[src/rtl/slc3_button_conditioner.sv]
// SLC-3 key front end: sync + debounce of the Run/Continue keys, press pulses,
// and a held-chord soft reset request.

module slc3_key_debounce #(
    parameter int DEBOUNCE_CYCLES = 16
) (
    input  logic Clk,
    input  logic Reset,
    input  logic key_n_i,
    output logic level_o,
    output logic level_d_o
);
    localparam int CW = $clog2(DEBOUNCE_CYCLES);
    localparam logic [CW-1:0] CNT_LAST = CW'(DEBOUNCE_CYCLES - 1);

    logic [1:0]    sync_q;
    logic [CW-1:0] cnt_q, cnt_d;
    logic          level_q, level_d;
    logic          s;

    assign s = ~sync_q[1];

    // Any sample matching the current level restarts the count.
    always_comb begin
        level_d = level_q;
        cnt_d   = cnt_q;
        if (s == level_q) begin
            cnt_d = '0;
        end else if (cnt_q == CNT_LAST) begin
            level_d = s;
            cnt_d   = '0;
        end else begin
            cnt_d = cnt_q + CW'(1);
        end
    end

    always_ff @(posedge Clk) begin
        if (!Reset) begin
            sync_q  <= 2'b11;
            cnt_q   <= '0;
            level_q <= 1'b0;
        end else begin
            sync_q  <= {sync_q[0], key_n_i};
            cnt_q   <= cnt_d;
            level_q <= level_d;
        end
    end

    assign level_o   = level_q;
    assign level_d_o = level_d;
endmodule

module slc3_button_conditioner #(
    parameter int DEBOUNCE_CYCLES   = 16,
    parameter int RESET_HOLD_CYCLES = 8
) (
    input  logic Clk,
    input  logic Reset,
    input  logic Run_n,
    input  logic Continue_n,
    output logic Run_level,
    output logic Continue_level,
    output logic Run_pulse,
    output logic Continue_pulse,
    output logic Soft_reset
);
    localparam int HW = (RESET_HOLD_CYCLES > 1) ? $clog2(RESET_HOLD_CYCLES) : 1;
    localparam logic [HW-1:0] HOLD_LAST = HW'(RESET_HOLD_CYCLES - 1);

    typedef enum logic [1:0] {
        IDLE,
        CHORD,
        SRESET
    } state_t;

    state_t        state_q;
    logic [HW-1:0] hold_q;
    logic          soft_q;
    logic          run_pulse_q, run_pulse_d;
    logic          cont_pulse_q, cont_pulse_d;
    logic          run_lvl_q, run_lvl_d;
    logic          cont_lvl_q, cont_lvl_d;

    slc3_key_debounce #(.DEBOUNCE_CYCLES(DEBOUNCE_CYCLES)) u_run (
        .Clk      (Clk),
        .Reset    (Reset),
        .key_n_i  (Run_n),
        .level_o  (run_lvl_q),
        .level_d_o(run_lvl_d)
    );

    slc3_key_debounce #(.DEBOUNCE_CYCLES(DEBOUNCE_CYCLES)) u_cont (
        .Clk      (Clk),
        .Reset    (Reset),
        .key_n_i  (Continue_n),
        .level_o  (cont_lvl_q),
        .level_d_o(cont_lvl_d)
    );

    // Decisions use next-cycle levels so a simultaneous rise is seen as a chord.
    always_comb begin
        run_pulse_d  = run_lvl_d & ~run_lvl_q & ~cont_lvl_d & (state_q == IDLE);
        cont_pulse_d = cont_lvl_d & ~cont_lvl_q & ~run_lvl_d & (state_q == IDLE);
    end

    always_ff @(posedge Clk) begin
        if (!Reset) begin
            run_pulse_q  <= 1'b0;
            cont_pulse_q <= 1'b0;
        end else begin
            run_pulse_q  <= run_pulse_d;
            cont_pulse_q <= cont_pulse_d;
        end
    end

    always_ff @(posedge Clk) begin
        if (!Reset) begin
            state_q <= IDLE;
            hold_q  <= '0;
            soft_q  <= 1'b0;
        end else begin
            unique case (state_q)
                IDLE: begin
                    if (run_lvl_d && cont_lvl_d) begin
                        state_q <= CHORD;
                        hold_q  <= '0;
                    end
                end
                CHORD: begin
                    if (!(run_lvl_d && cont_lvl_d)) begin
                        state_q <= IDLE;
                    end else if (hold_q == HOLD_LAST) begin
                        state_q <= SRESET;
                        soft_q  <= 1'b1;
                    end else begin
                        hold_q <= hold_q + HW'(1);
                    end
                end
                SRESET: begin
                    if (!run_lvl_d && !cont_lvl_d) begin
                        state_q <= IDLE;
                        soft_q  <= 1'b0;
                    end
                end
                default: begin
                    state_q <= IDLE;
                    soft_q  <= 1'b0;
                end
            endcase
        end
    end

    assign Run_level      = run_lvl_q;
    assign Continue_level = cont_lvl_q;
    assign Run_pulse      = run_pulse_q;
    assign Continue_pulse = cont_pulse_q;
    assign Soft_reset     = soft_q;
endmodule

[config.mk]
export PLATFORM = sky130hd
export DESIGN_NAME = slc3_button_conditioner
export DESIGN_NICKNAME = d
export VERILOG_FILES = /design/src/rtl/slc3_button_conditioner.sv
export SDC_FILE = /design/constraint.sdc
export NUM_CORES = 1
export LEC_CHECK = 0
export ABC_AREA = 1
export CORE_UTILIZATION = 53
export DETAILED_ROUTE_END_ITERATION = 8
export PLACE_DENSITY = 0.73
export SLEW_MARGIN = 20
export SYNTH_ARGS = -nofsm -noshare
export SYNTH_HDL_FRONTEND = slang
export SYNTH_HIERARCHICAL = 1
export SYNTH_SLANG_ARGS = --single-unit
[constraint.sdc]
create_clock -name Clk -period 1.8 [get_ports Clk]
set_clock_uncertainty 0.05 [all_clocks]
set_input_delay 0.54 -clock Clk [delete_from_list [all_inputs] [get_ports Clk]]
set_output_delay 0.54 -clock Clk [all_outputs]
set_load 0.05 [all_outputs]
==> impl_metrics.py, run 1 <==
metrics = {
    "route": {
        "wl_met2_um": 695,
        "drtIter0Drc": 16,
        "drc": 0,
        "wl_met1_um": 770,
        "top_layer_used": "met4",
        "wl_per_cell_um": 10.5,
        "vias": 743,
        "route.met3.wl_um": 46,
        "wl_um": 1530,
        "vias_per_cell": 5.12,
        "drt_first_pass_iters": 4,
        "ant_nets": 0,
    },
    "yosys": {
        "syn_area_per_cell_um2": 7.72,
        "synth_top_area_share_pct": 49.2,
        "synth-edff-count": 0,
        "yosys.area_share.simple_pct": 32.5,
        "synth_compound_area_share_pct": 2.79,
        "yosysWarnings": 6,
        "synthFlopType": "dfxtp_1",
        "netlist_instances": 116,
        "seq_area_frac_synth_pct": 49.2,
        "synth_top_family_by_area": "simple AND/OR/NAND/NOR gates",
        "yosys.area_share.xor_xnor_pct": 1.96,
        "async_flop_share_pct": 0,
        "ys_seq_elements": 22,
        "synth.most_common_cell": "nand2_1",
        "synth_cell_types": 15,
        "synth.area.mux_share_pct": 0,
        "synthTopCellsByArea": "dfxtp_1 49%, nand2_1 9.6%, nand3_1 7.3%",
        "mappedNetlistNets": 124,
        "synth_common_cells": "23 x nand2_1, 22 x dfxtp_1, 17 x inv_1",
        "netlist_area_um2": 896,
        "synth_fa_ha_area_share_pct": 5.59,
        "yosysTopAreaCell": "dfxtp_1",
    },
    "timing": {
        "fin_crit_sh_pct": 87.6,
        "min_period_ns": 1.58,
        "setup-tns-final_ns": 0,
        "timing.fmax_mhz": 634,
        "finalSetupViolations": 0,
        "hold_violations": 0,
        "rsz0062_at_grt": "no",
        "worst_pin_slew_ns": 0.235,
        "whs_ns": 0.375,
        "slew_headroom_pct": 84.3,
        "drv_slew": 0,
    },
    "setup_path": {
        "r2r_setup_slack_ns": 0.22,
        "cp-end-kind": "flop",
        "crit_type": "flop to flop",
        "crit_family": "simple AND/OR/NAND/NOR gates",
        "r2r-start": "u_cont/cnt_q[0]",
        "critPathRequiredTime_ns": 1.99,
        "crit_buf_inv": 3,
        "r2r_end": "hold_q[1]",
        "start_kind": "flop",
        "critPathMaxFanout": 5,
        "cpPeakStageDelay_ns": 0.37,
        "cp_slowest_cell": "dfxtp_2",
        "r2r_cells": 11,
        "crit_chain": "ha_2 > nand3_1 > nand2_1 > nand2_1 > inv_2 > nand2_1 > clkinv_1 > nand3_2 > inv_2 > nand3_1 > a21oi_1",
        "path_common_cell": "nand2_1",
        "cp.arrival_ns": 1.76,
    },
    "power": {
        "p_per_area_nw_per_um2": 682,
        "p_seq_share_pct": 68.0,
        "clkPwrFrac_pct": 28.6,
        "comb_power_share_pct": 3.5,
        "leakagePower_nw": 0.472,
        "p_int_mw": 0.583,
        "power.switching_mw": 0.145,
        "switching_share_pct": 20.0,
        "peakVddDrop_v": 0.000415,
    },
    "global_routing": {
        "grt_max_degree": 12,
        "antenna_found_initial": 0,
        "grt_pass1_vias": 674,
        "grt_pass1_wl_um": 2670,
        "grt_overflow_total": 0,
        "grt.total_usage_pct": 19.1,
    },
    "place": {
        "portBuffers": 8,
        "place.gp.congestion": 0.766,
        "dp_hpwl_um": 1150,
    },
    "cells_and_area": {
        "nFillCells": 136,
        "drive_above_1_share_pct": 19.4,
        "antennaDiodeCount": 0,
        "nNetsFinal": 139,
        "area_growth_pct": 19.3,
    },
    "floorplanning": {
        "ioPinCount": 9,
        "num_rows": 14,
        "die-width_um": 43.1,
        "core_um2": 1540,
        "die_y_um": 43.1,
        "start_util_pct": 58.1,
        "dieArea_um2": 1860,
    },
    "min_path": {
        "hold_path_depth": 1,
        "min-delay-start": "u_run/sync_q[0]",
        "hold-path-endpoint": "u_run/sync_q[1]",
        "hp-class": "flop to flop",
    },
    "cts": {
        "max-clock-path-buffers": 2,
        "h-tree-depth": 1,
        "root_buffer": "clkbuf_4",
        "cts_tree": "built",
        "hold_buffers": 0,
        "clock_latency_ns": 0.29,
        "clk_pin_slew_worst_paths_ns": 0.11,
        "clock_sinks": 22,
        "numCtsBuffers": 3,
    },
    "job": {
        "max_cap_violations": 0,
    },
    "outcome": {
        "status": "complete, no violations",
    },
}
==> per-stage QoR <==
stage / instances / instance area, um2 / total power [mW] / utilization [%] / setup WS [ns]
detailed placement: 141 / 1030 / 0.530 / 66.7 / 0.156
finish: 145 / 1070 / 0.728 / 69.3 / 0.223
floorplan: 116 / 896 / 0.516 / - / 0.232
CTS: 144 / 1050 / 0.743 / 68.2 / 0.156
global placement: 141 / 1030 / 0.529 / 66.7 / 0.200
global route: 145 / 1070 / 0.769 / 69.3 / 0.0155
==> what timing repair did <==
action                     CTS  global route
buffers inserted             0             1
resized for setup            0             7
setup endpoints to repair    0             3
==> flip-flops by register name (all words and copies together) (netlist names) <==
name	flops
u_cont/cnt_q	4
u_cont/sync_q	2
Run_pulse	1
u_run/sync_q	2
u_cont/level_o	1
Continue_pulse	1
hold_q	3
state_q	2
Soft_reset	1
u_run/level_o	1
u_run/cnt_q	4
==> worst max-delay path by stage <==
stage,startpoint,end,slack (ns),cells after the start
after floorplan,u_cont/level_o,hold_q[1],0.23,10
after global placement,Reset,u_cont/cnt_q[2],0.20,4
after detailed placement,Reset,u_cont/cnt_q[0],0.16,4
after CTS,u_run/cnt_q[0],hold_q[1],0.16,11
after global routing,u_run/cnt_q[1],hold_q[1],0.02,11
final,u_cont/cnt_q[0],hold_q[1],0.22,11
==> placed cells by master, fill, tap and decap left out, drive strengths merged <==
cell type,Yosys,final
a21oi,5,5
buf,0,7
clkbuf,0,3
clkdlybuf4s50,0,3
clkinv,1,1
dfxtp,22,22
ha,4,4
inv,18,18
nand2,23,23
nand3,14,14
nand4,4,4
nor2,16,16
nor3,3,3
or2,4,4
xnor2,2,2
==> layer usage <==
| metal | GRT usage (%) | vias up |
|---|---|---|
| li1 | - | 395 |
| met1 | 24.5 | 336 |
| met2 | 30.4 | 10 |
| met3 | 3.83 | 2 |
| met4 | 9.09 | 0 |
| met5 | 0 | - |
==> area by class of cell <==
| cell class | count | area [um2] | area share [%] |
|---|---|---|---|
| clock buffer | 3 | 22.5 | 2.11 |
| inverter | 19 | 71.3 | 6.67 |
| multi-input combinational | 75 | 389 | 36.4 |
| sequential | 22 | 445 | 41.7 |
| tap | 16 | 20.0 | 1.87 |
| timing repair buffer | 10 | 120 | 11.2 |
==> kinds of logic after synthesis <==
group,Yosys count
and+or+nand+nor,64
DFF,22
buffers and inverters,19
AOI/OAI and AO/OA,5
adders and majority gates,4
xor gates and xnor gates,2
==> power by group through the flow <==
| stage | logic (mW) | clock network (mW) | registers, mW |
|---|---|---|---|
| 6_report | 0.0252 | 0.208 | 0.495 |
| 2_1_floorplan | 0.0110 | 0 | 0.506 |
| 5_1_grt | 0.0278 | 0.245 | 0.496 |
| 4_1_cts | 0.0241 | 0.224 | 0.495 |
| 3_3_place_gp | 0.0226 | 0 | 0.506 |
| 3_5_place_dp | 0.0239 | 0 | 0.506 |
Power figures use the tool's default switching activity.
==> run 2, diff against run 1 <==
Settings changed: SETUP_SLACK_MARGIN set to 0.5.
==> run 2 against run 1 <==
  * Total power increased by 9.0%
  * Global-route usage increased by 3.8 points
  * Setup slack improved by 0.11 ns
==> impl_metrics.py, run 2 (same netlist as run 1, synthesis figures left out) <==
metrics = {
    "timing": {
        "hold_violations": 0,
        "worst_pin_slew_ns": 0.328,
        "fin_crit_sh_pct": 81.4,
        "setup-tns-final_ns": 0,
        "finalSetupViolations": 0,
        "min_period_ns": 1.47,
        "slew_headroom_pct": 78.1,
        "rsz0062_at_grt": "yes",
        "drv_slew": 0,
        "timing.fmax_mhz": 682,
    },
    "place": {
        "dp_hpwl_um": 1210,
        "place_area_um2": 1090,
        "place.gp.congestion": 0.812,
        "portBuffers": 8,
    },
    "route": {
        "ant_nets": 0,
        "wl_um": 2380,
        "drt_first_pass_iters": 4,
        "drtIter0Drc": 20,
        "drc": 0,
        "wl_per_cell_um": 14.5,
        "vias": 869,
        "vias_per_cell": 5.30,
    },
    "floorplanning": {
        "num_rows": 14,
        "dieArea_um2": 1860,
        "die_y_um": 43.1,
        "start_util_pct": 58.1,
        "ioPinCount": 9,
        "die-width_um": 43.1,
        "core_um2": 1540,
    },
    "cts": {
        "clock_latency_ns": 0.31,
        "clock_sinks": 22,
        "hold_buffers": 0,
        "numCtsBuffers": 3,
        "clk_pin_slew_worst_paths_ns": 0.12,
        "root_buffer": "clkbuf_4",
        "max-clock-path-buffers": 2,
        "cts_tree": "built",
        "h-tree-depth": 1,
    },
    "global_routing": {
        "grt_pass1_vias": 750,
        "grt_overflow_total": 0,
        "grt.total_usage_pct": 22.9,
        "antenna_found_initial": 0,
        "grt_pass1_wl_um": 3070,
        "grt_max_degree": 13,
    },
    "setup_path": {
        "cp.arrival_ns": 1.62,
        "start_kind": "flop",
        "crit_type": "flop to flop",
        "critPathMaxFanout": 3,
        "critPathRequiredTime_ns": 1.96,
        "cp-end-kind": "flop",
    },
    "cells_and_area": {
        "reg.largest.list": "u_cont/cnt_q: 4 flops, u_run/cnt_q: 4 flops, hold_q: 3 flops",
        "nNetsFinal": 157,
        "drive_above_1_share_pct": 45.3,
        "layout_common_cells": "18 x buf_4, 17 x nand2_1, 15 x inv_1",
        "mostFrequentLayoutCell": "buf_4",
        "fin_area_um2": 1370,
        "area_growth_pct": 53.4,
        "antennaDiodeCount": 0,
    },
    "power": {
        "p_per_area_nw_per_um2": 578,
        "leakagePower_nw": 0.613,
        "peakVddDrop_v": 0.000673,
        "power.total_mw": 0.794,
    },
    "min_path": {
        "hp-class": "flop to flop",
    },
    "outcome": {
        "status": "complete, no violations",
    },
    "job": {
        "max_cap_violations": 0,
    },
}
-- run 2: changes by cell type in the layout (fill, tap and decap cells not counted), moves of 3 or more --
cell / previous run / this run
buf_4: 4 / 18
nand3_1: 13 / 6
dfxtp_1: 18 / 12
nand2_1: 23 / 17
nand3_2: 1 / 6
buf_6: 0 / 4
dfxtp_4: 0 / 4
inv_4: 0 / 3
nand2_2: 0 / 3
nand2_4: 0 / 3
-- run 2: worst paths after layout --
path	slack, ns	depth (start not counted)	from	endpoint
worst max-delay path	0.33	7	hold_q[0]	Soft_reset
worst min-delay path	0.39	1	u_run/sync_q[0]	u_run/sync_q[1]
worst max register to register	0.33	7	hold_q[0]	Soft_reset
worst min register to register	0.39	1	u_run/sync_q[0]	u_run/sync_q[1]
-- run 2: what timing repair did --
| action | 4_1_cts | 5_1_grt |
|---|---|---|
| gates cloned | 0 | 0 |
| setup buffers | 16 | 3 |
| gates resized for setup | 16 | 14 |
| setup endpoints to repair | 11 | 17 |
| pin swaps | 9 | 8 |
-- run 2: per-layer routing --
metal | up-vias | GRT usage (%) | share of wire [%]
li1 | 432 | - | -
met1 | 415 | 25.1 | 40
met2 | 17 | 40.9 | 56
met3 | 5 | 2.55 | 1.7
met4 | 0 | 14.5 | 2.1
met5 | - | 0 | 0
-- run 2: area by class of cell --
cell class | instances | area (um2)
inverters | 19 | 83.8
repair buffers | 28 | 273
multi-input cells | 75 | 498
fillers | 67 | 168
flip-flops and latches | 22 | 463
well taps | 16 | 20.0
clock buffers | 4 | 36.3
-- run 2: power breakdown --
part / leakage [nW] / internal, mW / total (mW) / switching, mW
logic: 0.407 / 0.0142 / 0.0288 / 0.0146
registers: 0.185 / 0.487 / 0.491 / 0.00394
clock network: 0.0210 / 0.124 / 0.274 / 0.150
total: 0.613 / 0.625 / 0.794 / 0.169
-- run 2: critical path: stages, from the launching register on --
cell     delay, ns
dfxtp_1       0.41
ha_1          0.17
ha_1          0.17
nor2_1        0.04
nor2_1        0.25
nand3_2       0.13
nand2_1       0.08
a21oi_1       0.06
-- run 2: metrics by stage --
| stage | hold slack (ns) | util, % | std cells | setup slack [ns] |
|---|---|---|---|---|
| after floorplan | 0.343 | - | 116 | 0.503 |
| after global placement | 0.346 | 70.5 | 141 | 0.194 |
| after detailed placement | 0.364 | 70.5 | 141 | 0.177 |
| after CTS | 0.393 | 84.1 | 161 | 0.376 |
| after global routing | 0.399 | 89.1 | 164 | 0.278 |
| final | 0.387 | 89.1 | 164 | 0.334 |
